## src/rtl/cv32e40p_alu_ft_reconfig_ctrl_pkg.sv

```systemverilog
// Shared types and configuration encodings for the fault-tolerant ALU
// reconfiguration controller (voter mux selects and input-pipe clock enables).
package cv32e40p_alu_ft_reconfig_ctrl_pkg;

    typedef enum logic [2:0] {
        ALU_FT_NORMAL   = 3'd0,
        ALU_FT_WAIT_RDY = 3'd1,
        ALU_FT_SWAP     = 3'd2,
        ALU_FT_DEGRADED = 3'd3,
        ALU_FT_FATAL    = 3'd4
    } alu_ft_state_e;

    localparam logic [2:0] ALU_FT_SEL_STBY  = 3'b111;
    localparam logic [2:0] ALU_FT_SEL_0     = 3'b110;
    localparam logic [2:0] ALU_FT_SEL_1     = 3'b101;
    localparam logic [2:0] ALU_FT_SEL_2     = 3'b011;

    localparam logic [3:0] ALU_FT_CKEN_STBY = 4'b0111;
    localparam logic [3:0] ALU_FT_CKEN_0    = 4'b1110;
    localparam logic [3:0] ALU_FT_CKEN_1    = 4'b1101;
    localparam logic [3:0] ALU_FT_CKEN_2    = 4'b1011;
    localparam logic [3:0] ALU_FT_CKEN_ALL  = 4'b1111;

    function automatic logic [2:0] alu_ft_sel(input logic [1:0] idx);
        case (idx)
            2'd0:    return ALU_FT_SEL_0;
            2'd1:    return ALU_FT_SEL_1;
            2'd2:    return ALU_FT_SEL_2;
            default: return ALU_FT_SEL_STBY;
        endcase
    endfunction

    function automatic logic [3:0] alu_ft_cken(input logic [1:0] idx);
        case (idx)
            2'd0:    return ALU_FT_CKEN_0;
            2'd1:    return ALU_FT_CKEN_1;
            2'd2:    return ALU_FT_CKEN_2;
            default: return ALU_FT_CKEN_STBY;
        endcase
    endfunction

endpackage

```

## src/rtl/cv32e40p_alu_ft_err_cnt.sv

```systemverilog
// Per-replica leaky error counter: saturating count, threshold compare,
// sticky faulty flag and a one-cycle pulse on the cycle the flag latches.
module cv32e40p_alu_ft_err_cnt #(
    parameter int                   CNT_WIDTH = 9,
    parameter logic [CNT_WIDTH-1:0] THRESHOLD = 9'd255
) (
    input  logic                 clk,
    input  logic                 rst_n,
    input  logic                 inc_i,
    input  logic                 dec_i,
    output logic [CNT_WIDTH-1:0] cnt_o,
    output logic                 faulty_o,
    output logic                 latch_o
);
    localparam logic [CNT_WIDTH-1:0] CNT_MAX = '1;
    localparam logic [CNT_WIDTH-1:0] CNT_ONE = CNT_WIDTH'(1);

    logic [CNT_WIDTH-1:0] cnt_q, cnt_d;
    logic                 faulty_q, faulty_d;
    logic                 latch_q, latch_d;
    logic                 over_thr;

    always_comb begin
        over_thr = (cnt_q >= THRESHOLD);
        cnt_d    = cnt_q;
        // Increment wins over decay; a faulty counter is frozen.
        if (!faulty_q) begin
            if (inc_i) begin
                if (cnt_q != CNT_MAX) cnt_d = cnt_q + CNT_ONE;
            end else if (dec_i && (cnt_q != '0)) begin
                cnt_d = cnt_q - CNT_ONE;
            end
        end
        faulty_d = faulty_q | over_thr;
        latch_d  = over_thr & ~faulty_q;
    end

    always_ff @(posedge clk or negedge rst_n) begin
        if (!rst_n) begin
            cnt_q    <= '0;
            faulty_q <= 1'b0;
            latch_q  <= 1'b0;
        end else begin
            cnt_q    <= cnt_d;
            faulty_q <= faulty_d;
            latch_q  <= latch_d;
        end
    end

    assign cnt_o    = cnt_q;
    assign faulty_o = faulty_q;
    assign latch_o  = latch_q;

endmodule

```

## src/rtl/cv32e40p_alu_ft_reconfig_ctrl.sv

```systemverilog
// Reconfiguration controller for the quad-replica ALU: tracks per-replica
// error counters and swaps a permanently faulty replica for the spare ALU3.
module cv32e40p_alu_ft_reconfig_ctrl
    import cv32e40p_alu_ft_reconfig_ctrl_pkg::*;
#(
    parameter int                   CNT_WIDTH    = 9,
    parameter logic [CNT_WIDTH-1:0] THRESHOLD    = 9'd255,
    parameter int                   DECAY_PERIOD = 1024,
    parameter int                   SWAP_CYCLES  = 2
) (
    input  logic                     clk,
    input  logic                     rst_n,
    input  logic                     enable_i,
    input  logic                     ex_ready_i,
    input  logic [3:0]               err_detected_i,
    output logic [3:0]               clock_en_o,
    output logic [2:0]               sel_mux_ex_o,
    output logic [4*CNT_WIDTH-1:0]   permanent_faulty_alu_o,
    output logic [3:0]               perf_counter_permanent_faulty_alu_o,
    output logic                     reconfig_stall_o,
    output logic                     fatal_o
);
    localparam int               TMR_W    = (DECAY_PERIOD > 1) ? $clog2(DECAY_PERIOD) : 1;
    localparam logic [TMR_W-1:0] TMR_LAST = TMR_W'(DECAY_PERIOD - 1);
    localparam int               SWP_W    = (SWAP_CYCLES > 1) ? $clog2(SWAP_CYCLES) : 1;
    localparam logic [SWP_W-1:0] SWP_LAST = SWP_W'(SWAP_CYCLES - 1);

    alu_ft_state_e                 state_q, state_d;
    logic [1:0]                    target_q, target_d;
    logic [SWP_W-1:0]              swap_cnt_q, swap_cnt_d;
    logic [3:0]                    cken_q, cken_d;
    logic [2:0]                    sel_q, sel_d;
    logic                          stall_q, stall_d;
    logic                          fatal_q, fatal_d;
    logic [TMR_W-1:0]              tmr_q, tmr_d;
    logic                          decay_tick;
    logic [3:0]                    inc, faulty, latch;
    logic [3:0][CNT_WIDTH-1:0]     cnt;
    logic                          any_latch, multi_latch;

    // Only errors from clocked, still-healthy replicas are counted.
    assign inc = {4{enable_i}} & err_detected_i & cken_q & ~faulty;

    for (genvar g = 0; g < 4; g++) begin : g_cnt
        cv32e40p_alu_ft_err_cnt #(
            .CNT_WIDTH (CNT_WIDTH),
            .THRESHOLD (THRESHOLD)
        ) u_err_cnt (
            .clk      (clk),
            .rst_n    (rst_n),
            .inc_i    (inc[g]),
            .dec_i    (decay_tick),
            .cnt_o    (cnt[g]),
            .faulty_o (faulty[g]),
            .latch_o  (latch[g])
        );
        assign permanent_faulty_alu_o[g*CNT_WIDTH +: CNT_WIDTH] =
            cnt[g] | {faulty[g], {(CNT_WIDTH-1){1'b0}}};
    end

    always_comb begin
        decay_tick = 1'b0;
        tmr_d      = tmr_q;
        if (|inc) begin
            tmr_d = '0;
        end else if (enable_i) begin
            if (tmr_q == TMR_LAST) begin
                tmr_d      = '0;
                decay_tick = 1'b1;
            end else begin
                tmr_d = tmr_q + TMR_W'(1);
            end
        end
    end

    assign any_latch   = |latch;
    assign multi_latch = (latch & (latch - 4'd1)) != 4'd0;

    always_ff @(posedge clk or negedge rst_n) begin
        if (!rst_n) begin
            state_q    <= ALU_FT_NORMAL;
            target_q   <= 2'd0;
            swap_cnt_q <= '0;
            cken_q     <= ALU_FT_CKEN_STBY;
            sel_q      <= ALU_FT_SEL_STBY;
            stall_q    <= 1'b0;
            fatal_q    <= 1'b0;
            tmr_q      <= '0;
        end else begin
            state_q    <= state_d;
            target_q   <= target_d;
            swap_cnt_q <= swap_cnt_d;
            cken_q     <= cken_d;
            sel_q      <= sel_d;
            stall_q    <= stall_d;
            fatal_q    <= fatal_d;
            tmr_q      <= tmr_d;
        end
    end

    always_comb begin
        state_d    = state_q;
        target_d   = target_q;
        swap_cnt_d = swap_cnt_q;
        case (state_q)
            ALU_FT_NORMAL: begin
                if (latch[3] || multi_latch) begin
                    state_d = ALU_FT_FATAL;
                end else if (any_latch) begin
                    state_d  = ALU_FT_WAIT_RDY;
                    target_d = latch[0] ? 2'd0 : (latch[1] ? 2'd1 : 2'd2);
                end
            end
            ALU_FT_WAIT_RDY: begin
                if (any_latch) begin
                    state_d = ALU_FT_FATAL;
                end else if (ex_ready_i) begin
                    state_d    = ALU_FT_SWAP;
                    swap_cnt_d = '0;
                end
            end
            ALU_FT_SWAP: begin
                if (any_latch)                    state_d = ALU_FT_FATAL;
                else if (swap_cnt_q == SWP_LAST)  state_d = ALU_FT_DEGRADED;
                else                              swap_cnt_d = swap_cnt_q + SWP_W'(1);
            end
            ALU_FT_DEGRADED: begin
                if (any_latch) state_d = ALU_FT_FATAL;
            end
            ALU_FT_FATAL:    state_d = ALU_FT_FATAL;
            default:         state_d = ALU_FT_NORMAL;
        endcase
    end

    // Leaving SWAP (to DEGRADED or FATAL) commits the target configuration.
    always_comb begin
        cken_d  = cken_q;
        sel_d   = sel_q;
        stall_d = 1'b0;
        fatal_d = fatal_q;
        if (state_d == ALU_FT_SWAP) begin
            cken_d  = ALU_FT_CKEN_ALL;
            stall_d = 1'b1;
        end else if (state_q == ALU_FT_SWAP) begin
            cken_d = alu_ft_cken(target_q);
            sel_d  = alu_ft_sel(target_q);
        end
        if (state_d == ALU_FT_FATAL) fatal_d = 1'b1;
    end

    assign clock_en_o                          = cken_q;
    assign sel_mux_ex_o                        = sel_q;
    assign perf_counter_permanent_faulty_alu_o = latch;
    assign reconfig_stall_o                    = stall_q;
    assign fatal_o                             = fatal_q;

endmodule
```

## config.mk

```make
export PLATFORM = sky130hd
export DESIGN_NAME = cv32e40p_alu_ft_reconfig_ctrl
export DESIGN_NICKNAME = d
export VERILOG_FILES = /design/src/rtl/cv32e40p_alu_ft_reconfig_ctrl_pkg.sv /design/src/rtl/cv32e40p_alu_ft_err_cnt.sv /design/src/rtl/cv32e40p_alu_ft_reconfig_ctrl.sv
export SDC_FILE = /design/constraint.sdc
export NUM_CORES = 1
export LEC_CHECK = 0
export ABC_AREA = 1
export BUFFER_PORTS_ARGS = -buffer_cell sky130_fd_sc_hd__clkbuf_2
export CELL_PAD_IN_SITES_DETAIL_PLACEMENT = 1
export CELL_PAD_IN_SITES_GLOBAL_PLACEMENT = 1
export CORE_UTILIZATION = 37
export DETAILED_ROUTE_END_ITERATION = 10
export PLACE_DENSITY_LB_ADDON = 0.1
export SLEW_MARGIN = 20
export SYNTH_ARGS = -nofsm -noshare
export SYNTH_HDL_FRONTEND = slang
export SYNTH_HIERARCHICAL = 1
export SYNTH_SLANG_ARGS = --single-unit
```

## constraint.sdc

```tcl
create_clock -name clk -period 2.44 [get_ports clk]
set_clock_uncertainty 0.05 [all_clocks]
set_input_delay 0.244 -clock clk [delete_from_list [all_inputs] [get_ports clk]]
set_output_delay 0.244 -clock clk [all_outputs]
set_load 0.01 [all_outputs]
```

Word-level counts from Yosys, hierarchy flattened
Index checks and enable logic that the tools add are counted.
Widths: inputs -> output; s select.
{"block": "word_totals", "word_cells": 144, "ff_bits": 69, "out_inout_bits": 49}
{"block": "op_classes", "reduce_logical": 28, "add_sub_neg": 11, "magnitude_cmp": 4, "eq_ne": 20, "bitwise": 23, "muxes": 38}
{"operator": "$mux 9", "n": 12}
{"operator": "$add 9x1->9 const B", "n": 4}
{"operator": "$ge 9x8->1 const B", "n": 4}
{"operator": "$ne 9x9->1 const B", "n": 4}
{"operator": "$or 9x9->9", "n": 4}
{"operator": "$reduce_bool 9->1", "n": 4}
{"operator": "$sub 9x1->9 const B", "n": 4}
{"operator": "$mux 10", "n": 3}
{"operator": "$mux 3", "n": 7}
{"operator": "$and 4x4->4", "n": 4}
{"operator": "$pmux 3 s5", "n": 1}
{"operator": "$reduce_and 3->1", "n": 5}
{"operator": "$reduce_bool 2->1", "n": 7}
{"operator": "$pmux 4 s3", "n": 1}
{"operator": "$add 10x1->10 const B", "n": 1}
{"operator": "$eq 10x10->1 const B", "n": 1}
{"operator": "$eq 3x2->1 const B", "n": 3}
{"operator": "$pmux 3 s3", "n": 1}
{"operator": "$mux 1", "n": 8}
{"operator": "$mux 4", "n": 2}
{"operator": "$ne 2x1->1 const B", "n": 4}
{"operator": "$reduce_or 4->1", "n": 2}
{"operator": "$eq 3x3->1 const B", "n": 2}
{"operator": "$ne 2x2->1 const B", "n": 3}
{"operator": "18 further kinds", "n": 33}

Logic depth before layout (Yosys ltp)
Gate-level depths: netlist of run 1.
{"block": "depth", "ltp_word": 9, "mapped_depth": 13, "depth_no_buf": 13}

Hierarchy
Netlist of run 1, hierarchy kept.
{"mod": "cv32e40p_alu_ft_err_cnt", "cells_per_inst": 141, "seq_area_each_um2": 275.3, "n_inst": 4, "area_each_um2": 910.9}
{"mod": "cv32e40p_alu_ft_reconfig_ctrl", "cells_per_inst": 194, "seq_area_each_um2": 633.1, "n_inst": 1, "area_each_um2": 1502.7}

Least setup slack after synthesis of run 1
OpenSTA, ideal clock, no wires.
{"block": "synth_timing", "path_type": "register to register", "from": "register tmr_q[0]", "to": "register g_cnt[0].u_err_cnt.cnt_q[6]", "n_path_buf": 0, "arrival_ns": 1.994, "setup_slack_ns": 0.331, "path_stages_with_launch": 12, "path_cell_list": "dfrtp_1 > ha_1 > nand2_1 > nor2_1 > nand2_1 > nor3_2 > nand4_1 > nor3_1 > nand2_2 > a21oi_1 > nand2_1 > nand2_1"}
{"block": "synth_between", "elab_chain_cells": 7}
{"item": "start, declared", "line": "cv32e40p_alu_ft_reconfig_ctrl.sv:35", "source": "logic [TMR_W-1:0] tmr_q, tmr_d;"}
{"item": "start signal, assigned", "line": "cv32e40p_alu_ft_reconfig_ctrl.sv:97", "source": "tmr_q <= tmr_d;"}
{"item": "$eq 10x10->1", "line": "cv32e40p_alu_ft_reconfig_ctrl.sv:67", "source": "if (tmr_q == TMR_LAST) begin"}
{"item": "$mux 1", "line": "cv32e40p_alu_ft_reconfig_ctrl.sv:67"}
{"item": "$mux 1", "line": "cv32e40p_alu_ft_reconfig_ctrl.sv:66", "source": "end else if (enable_i) begin"}
{"item": "$mux 1", "line": "cv32e40p_alu_ft_reconfig_ctrl.sv:64", "source": "if (|inc) begin"}
{"item": "via decay_tick", "line": "cv32e40p_alu_ft_reconfig_ctrl.sv:36", "source": "logic decay_tick;"}
{"item": "$logic_and 1x1->1", "line": "cv32e40p_alu_ft_err_cnt.sv:30", "source": "end else if (dec_i && (cnt_q != '0)) begin"}
{"item": "$reduce_bool 2->1 (no source line)"}
{"item": "$reduce_and 3->1 (no source line)"}
{"item": "end signal, assigned", "line": "cv32e40p_alu_ft_err_cnt.sv:44", "source": "cnt_q <= cnt_d;"}
{"item": "end, declared", "line": "cv32e40p_alu_ft_err_cnt.sv:18", "source": "logic [CNT_WIDTH-1:0] cnt_q, cnt_d;"}
The timed path passes the listed nets, and every way through them passes these cells.
A chain may end at the register's enable or synchronous reset.

Final worst setup path of run 1
{"block": "layout_timing", "from": "register tmr_q[1]", "to": "register g_cnt[0].u_err_cnt.cnt_q[8]"}
The elaborated chain is that of the path after synthesis.

==> metrics.md, run 1 <==
| Metric | Value |
|---|---|
| Drt initial violations | `185` |
| Gpl congestion | `0.843` |
| Top-count cell post-synth | `nand2_1` |
| CTS Buf Count | `9` |
| P per Cell Area | `988 nW/um2` |
| Setup WS pre-CTS | `0.0743 ns` |
| Relative slew slack | `35.8%` |
| Vias in the first global route | `5123` |
| Syn avg cell area | `6.79 um2` |
| Crit end category | `flop` |
| Final setup margin | `0.206 ns` |
| I/O Pins | `57` |
| CTS sink cnt | `69` |
| Lkg Pwr | `3.59 nW` |
| Hold Fails Final Rpt | `10` |
| Htree depth | `3` |
| Share of layout cells above drive strength 1 | `17.2%` |
| Sequential area share after synthesis | `33.7%` |
| Worst Hold Slack | `-0.0263 ns` |
| Setup TNS | `0 ns` |
| Failing checks | `negative hold slack` |
| Worst hold path type | `input port to asynchronous set/reset pin` |
| FILL cells | `1783` |
| Inserted Diodes | `0` |
| Sequential Area | `1730 um2` |
| Worst reg2reg setup slack | `0.21 ns` |
| Fin crit share | `91.6%` |
| Latest clock arrival within the worst-skew pair | `0.34 ns` |
| Post-Syn Nets | `799` |
| Die Y | `120 um` |
| Initial antenna violation count | `0` |
| Syn Inst Count | `758` |
| Via count | `4968` |
| Multi-input logic area | `2900 um2` |
| Wirelength, routed | `14400 um` |
| FFs w/ async S/R, synth | `100%` |
| Total Die Area | `14400 um2` |
| Setup Crit Path Kind | `flop to flop` |
| Least-Margin Pin Slew | `0.963 ns` |
| DRT antenna net count | `0` |
| Synthesized area | `5150 um2` |
| #FFs+latches synth | `69` |
| Area Growth Syn to Fin | `17.9%` |
| Largest net degree at the start of global routing | `70` |
| Die width | `120 um` |
| Nature of the critical path startpoint | `flop` |
| Placed cells | `998` |
| Fin nets | `877` |
| IO Port Bufs | `56` |
| Clk slew on worst S/H paths | `0.06 ns` |
| DRC | `0` |
| Maximum vdd drop | `312 uV` |
| Cell Count, Final, Fillers Out | `1017` |
| Top cells by area, synth | `dfrtp_1, nand2_1, inv_1` |
| Top cells by count, synth | `nand2_1, inv_1, dfrtp_1, nand3_1, nor2_1` |
| EDFF count, synth | `0` |
| Drt via density | `4.88` |
| DP Wirelength | `10900 um` |
| CTS tree | `built` |
| Fmax | `448 MHz` |
| Max-cap viol count | `0` |
| Clock Path Buffers | `2` |
| Synth warn | `6` |
| GRT Total Usage | `21.7%` |
| Fin crit period | `2.23 ns` |
| Top_reg_cell synth | `dfrtp_1` |
| WL/cell | `14.2 um` |
| Drt first pass iters | `4` |
| Data arrival, critical path | `2.41 ns` |
| First-pass GRT wire length | `24800 um` |
| Count of different cell masters after synthesis | `34` |
| Worst Path Required | `2.62 ns` |
| Area share of the largest cell type after synthesis | `30.6%` |
| Starting Density | `38.4%` |
| Core ar. | `13400 um2` |
| Count of final setup violators | `0` |
| Hold_buf cts | `0` |
| Root Buffer | `clkbuf_16` |
| FP Rows | `42` |
| Fin. max-slew vios | `0` |
| Synth area leader | `dfrtp_1` |
| CP Max Fanout | `9` |
| Congestion Overflow GR | `0` |
| Status | `complete, but fails checks` |
-- cell families (layout without fill, tap and decap cells) --
logic type / count (synthesis) / count (layout) / synth area share, %
and+or+nand+nor: 456 / 456 / 39.7
xor gates and xnor gates: 20 / 20 / 3.40
AOI/OAI and AO/OA: 41 / 41 / 4.23
DFF: 69 / 69 / 33.7
buffers and inverters: 139 / 222 / 10.4
adders and majority gates: 33 / 33 / 8.61
-- cell type report --
type	instances	area share (%)
Tap cell	176	3.63
Clock inverter	3	0.701
Clock buffer	13	4.45
Sequential cell	69	28.6
Multi-Input combinational cell	550	47.7
Timing Repair Buffer	70	6.39
Inverter	136	8.50
-- critical path, stage by stage, from the launching register on --
cell	delay, ns
dfrtp_1	0.37
ha_1	0.17
nand2_1	0.10
nor2_2	0.17
nand2_2	0.11
nor3_4	0.16
nand4_1	0.13
nor3_2	0.25
buf_4	0.18
nand2_2	0.08
nand2_4	0.10
nand2_4	0.11
nand2_1	0.09
nand2_1	0.06
-- per-stage QoR --
stage          utilization, %  power (mW)  instance area (um2)  hold slack, ns
2_1_floorplan               -        3.77                 5150          -0.102
3_3_place_gp             42.6        4.45                 5710           0.396
3_5_place_dp             42.6        4.60                 5710           0.415
4_1_cts                  45.0        6.06                 6020          0.0491
5_1_grt                  45.3        6.56                 6070          0.0861
6_report                 45.3        5.99                 6070         -0.0263
-- per-layer routing --
metal	track usage (%)	up-vias	share of wire (%)	wire length [um]
met4	6.64	0	1.4	206
met1	28.4	2407	48	6970
li1	-	2495	-	-
met5	0	-	0	0
met3	2.80	17	1.7	251
met2	37.0	49	48	6990
-- placed cells by master, fill, tap and decap left out, types with 6 or more instances in the layout --
master,synthesis,final
nand2_1,295,294
ha_1,29,29
buf_4,0,15
nor2_2,7,8
nor2_1,40,39
a21oi_1,26,25
xor2_1,12,12
o21ai_1,7,7
dfrtp_1,63,63
nand2_2,9,10
inv_1,121,119
nand4_1,16,16
clkbuf_16,0,9
nand2_4,9,9
xnor2_1,8,8
clkbuf_2,0,55
inv_2,10,12
nand3_1,54,54
dfstp_2,6,6
nand3b_1,7,7
-- power by group --
group / internal (mW) / switching, mW
Sequential: 1.48 / 0.383
Clock: 0.874 / 0.517
Combinational: 1.08 / 1.66
Total: 3.43 / 2.56
-- state kept, by name, summed over array words and instances, names as in the netlist --
signal                    cells
g_cnt.u_err_cnt/faulty_o      4
fatal_o                       1
sel_mux_ex_o                  3
tmr_q                        10
clock_en_o                    4
state_q                       3
g_cnt.u_err_cnt/cnt_o        36
target_q                      2
g_cnt.u_err_cnt/latch_o       4
swap_cnt_q                    1
reconfig_stall_o              1
-- final timing paths --
kind / startpoint / endpoint / cells after the start
worst max-delay path: tmr_q[1] / g_cnt[0].u_err_cnt/cnt_o[8] / 13
worst min-delay path: rst_n / g_cnt[2].u_err_cnt/cnt_o[7] / 1
worst max register to register: tmr_q[1] / g_cnt[0].u_err_cnt/cnt_o[8] / 13
worst min register to register: sel_mux_ex_o[1] / sel_mux_ex_o[1] / 2
max in group asynchronous: rst_n / g_cnt[0].u_err_cnt/cnt_o[4] / 1
min in group clk: ex_ready_i / swap_cnt_q / 2
-- what timing repair did --
action / CTS / global route
setup endpoints to repair: 0 / 36
resized for setup: 0 / 7
buffers inserted: 0 / 3
No activity file was read; power rests on OpenSTA's default activity.
==> run 2, diff against run 1 <==
- REMOVE_ABC_BUFFERS: not set -> 1
- SETUP_SLACK_MARGIN: not set -> 0.05
==> run 2 against run 1 <==
- the flow still finishes with violations (negative hold slack)
- die area is the same
- largest cell class unchanged
- clock power shrank 3%
- via count shrank 0.58%
- global-route usage shrank 0.17 points
- cell count is essentially flat
- utilization shrank 0.25 points
- non-clock buffer count shrank 1
- combinational power shrank 2%
- clock-buffer cell count shrank 3
==> metrics.md, run 2 (synthesis gave the netlist of run 1 again) <==
| Metric | Value |
|---|---|
| Fin crit period | `2.19 ns (-0.0433 ns)` |
| P per Cell Area | `978 nW/um2 (-0.99%)` |
| Fin crit share | `89.8% (-1.8 points)` |
| First-pass GRT wire length | `24700 um (-0.42%)` |
| Max-cap viol count | `0 (unchanged)` |
| Crit end category | `flop` |
| I/O Pins | `57 (unchanged)` |
| Relative slew slack | `37.3% (+1.5 points)` |
| CTS sink cnt | `69 (unchanged)` |
| Inserted Diodes | `0 (unchanged)` |
| Fmax | `456 MHz (+2.0%)` |
| Least-Margin Pin Slew | `0.940 ns (-0.0222 ns)` |
| CP Max Fanout | `9 (unchanged)` |
| Htree depth | `3 (unchanged)` |
| Die Y | `120 um (unchanged)` |
| Nature of the critical path startpoint | `flop` |
| Dpl cell area | `5710 um2 (unchanged)` |
| Setup Crit Path Kind | `flop to flop` |
| Slowest stage delay, CP | `0.55 ns (+0.18 ns)` |
| Share of layout cells above drive strength 1 | `16.9% (-0.34 points)` |
| Cell Count, Final, Fillers Out | `1016 (-0.098%)` |
| Count of final setup violators | `0 (unchanged)` |
| Latest clock arrival within the worst-skew pair | `0.35 ns (about the same)` |
| FF-to-FF Start | `clock_en_o[1]` |
| Switching share of power | `43.2% (+0.41 points)` |
| Final setup margin | `0.249 ns (+0.0433 ns)` |
| Data arrival, critical path | `2.38 ns (-0.03 ns)` |
| Fin. max-slew vios | `0 (unchanged)` |
| RSZ-0062 raised after global routing | `true` |
| Status | `complete, but fails checks` |
| WL/cell | `14.1 um (-0.53%)` |
| Highest-delay cell along the critical path | `dfstp_2` |
| Largest net degree at the start of global routing | `70 (unchanged)` |
| CTS tree | `built` |
| Tot Pwr | `5.90 mW (-1.5%)` |
| Reg-to-Reg End | `g_cnt[1].u_err_cnt/cnt_o[7]` |
| Sequential share of power | `31.4% (+0.3 points)` |
| Via count | `4939 (-0.58%)` |
| Maximum vdd drop | `431 uV (+38%)` |
| Net Sw Power | `2.55 mW (-0.59%)` |
| Clock Path Buffers | `2 (unchanged)` |
| Internal power | `3.35 mW (-2.3%)` |
| Most used cell along the critical path | `nand2_1` |
| Hold Fails Final Rpt | `5 (-5)` |
| Vias in the first global route | `5199 (+1.5%)` |
| Worst Path Required | `2.62 ns (about the same)` |
| DRT antenna net count | `0 (unchanged)` |
| DP Wirelength | `11000 um (+0.58%)` |
| FP Rows | `42 (unchanged)` |
| Non-Filler Cell Area, Final | `6030 um2 (-0.56%)` |
| Fin nets | `876 (-0.11%)` |
| Gpl congestion | `0.836 (-0.74%)` |
| Placed cells | `998 (unchanged)` |
| Worst reg2reg setup slack | `0.25 ns (+0.04 ns)` |
| IO Port Bufs | `56 (unchanged)` |
| Die width | `120 um (unchanged)` |
| Failing checks | `negative hold slack` |
| Setup WS pre-CTS | `0.0923 ns (+0.0181 ns)` |
| Most frequent cells in the layout | `nand2_1, inv_1, dfrtp_1, clkbuf_2, nand3_1` |
| Wirelength, routed | `14300 um (-0.63%)` |
| Total Die Area | `14400 um2 (unchanged)` |
| Setup TNS | `0 ns (unchanged)` |
| Clock Power Share | `22.9% (-0.3 points)` |
| Drt initial violations | `204 (+10%)` |
| Hold_buf cts | `0 (unchanged)` |
| DRC | `0 (unchanged)` |
| Critical Path, Cell by Cell | `nand4_1, inv_2, inv_2, ha_1, a21oi_1, nand2_1, nand2_1, nand2_1, nand2_1, nand2_1, nand2_1, nand2_1` |
| Fin util | `45.0% (-0.25 points)` |
| Clk slew on worst S/H paths | `0.07 ns (about the same)` |
| Congestion Overflow GR | `0 (unchanged)` |
| Core ar. | `13400 um2 (unchanged)` |
| Path depth of the worst reg2reg path | `12 (-1)` |
| Commonest non-fill, non-tap cell in the layout | `nand2_1` |
| Lkg Pwr | `3.56 nW (-0.77%)` |
| Drt via density | `4.86 (-0.49%)` |
| Area Growth Syn to Fin | `17.2%` |
| Starting Density | `38.4% (unchanged)` |
| Logic gate share of total power | `45.6% (about the same)` |
| CTS Buf Count | `9 (unchanged)` |
| Initial antenna violation count | `0 (unchanged)` |
| Max FFs per register | `36 (unchanged)` |
| Root Buffer | `clkbuf_16` |
| Worst hold path type | `input port to asynchronous set/reset pin` |
| GRT Total Usage | `21.5% (-0.17 points)` |
| Worst Hold Slack | `-0.0205 ns (+0.00585 ns)` |
| Drt first pass iters | `5 (+1)` |
## run 2: cell types whose count changed in the layout (fill, tap and decap cells not counted), sizes merged
cell,before,now
buf,15,14
clkinvlp,1,3
clkbuf,68,65
clkinv,6,7
## run 2: power by group through the flow
stage                     Clock, mW  Combinational (mW)  Sequential [mW]
final                          1.35                2.69             1.86
after global routing           1.45                3.13             1.91
after CTS                      1.40                2.74             1.86
after detailed placement          0                2.71             1.88
after global placement            0                2.60             1.86
after floorplan                   0                1.90             1.87
## run 2: critical path, delay by kind of cell, from the launching register on
kind | cells | cell delay [ns]
AO/OA/AOI/OAI | 1 | 0.16
buffers and inverters | 2 | 0.30
flip-flops | 1 | 0.55
adder cells (fa/ha/maj) | 1 | 0.37
AND/OR/NAND/NOR | 8 | 0.65
## run 2: cell type report
| class | instances | area [um2] |
|---|---|---|
| clock buffer | 10 | 239 |
| clock inverter | 6 | 62.6 |
| fill | 1792 | 7370 |
| inverter | 136 | 515 |
| multi-input combinational | 550 | 2880 |
| sequential | 69 | 1730 |
| tap | 176 | 220 |
| timing repair buffer | 69 | 380 |
## run 2: timing repair
item                                    in CTS  in global routing
setup buffers                                0                  2
endpoints found under the setup margin       0                 34
resized for setup                            0                  3
## run 2: worst max path at each step
stage,from,end,slack [ns],cells after the start
6_report,clock_en_o[1],g_cnt[1].u_err_cnt/cnt_o[7],0.25,12
5_1_grt,tmr_q[0],g_cnt[1].u_err_cnt/cnt_o[3],0.04,13
4_1_cts,clock_en_o[2],g_cnt[2].u_err_cnt/cnt_o[7],0.09,12
3_5_place_dp,enable_i,g_cnt[2].u_err_cnt/cnt_o[7],0.09,13
3_3_place_gp,enable_i,g_cnt[1].u_err_cnt/cnt_o[7],0.18,13
2_1_floorplan,tmr_q[0],g_cnt[0].u_err_cnt/cnt_o[6],0.33,11
## run 2: metal layers
metal | share of wire [%] | GRT usage (%) | vias up
met5 | 0 | 0 | -
met4 | 1.2 | 6.02 | 0
met3 | 2.6 | 4.47 | 16
met2 | 49 | 36.9 | 60
met1 | 47 | 27.1 | 2365
li1 | - | - | 2498
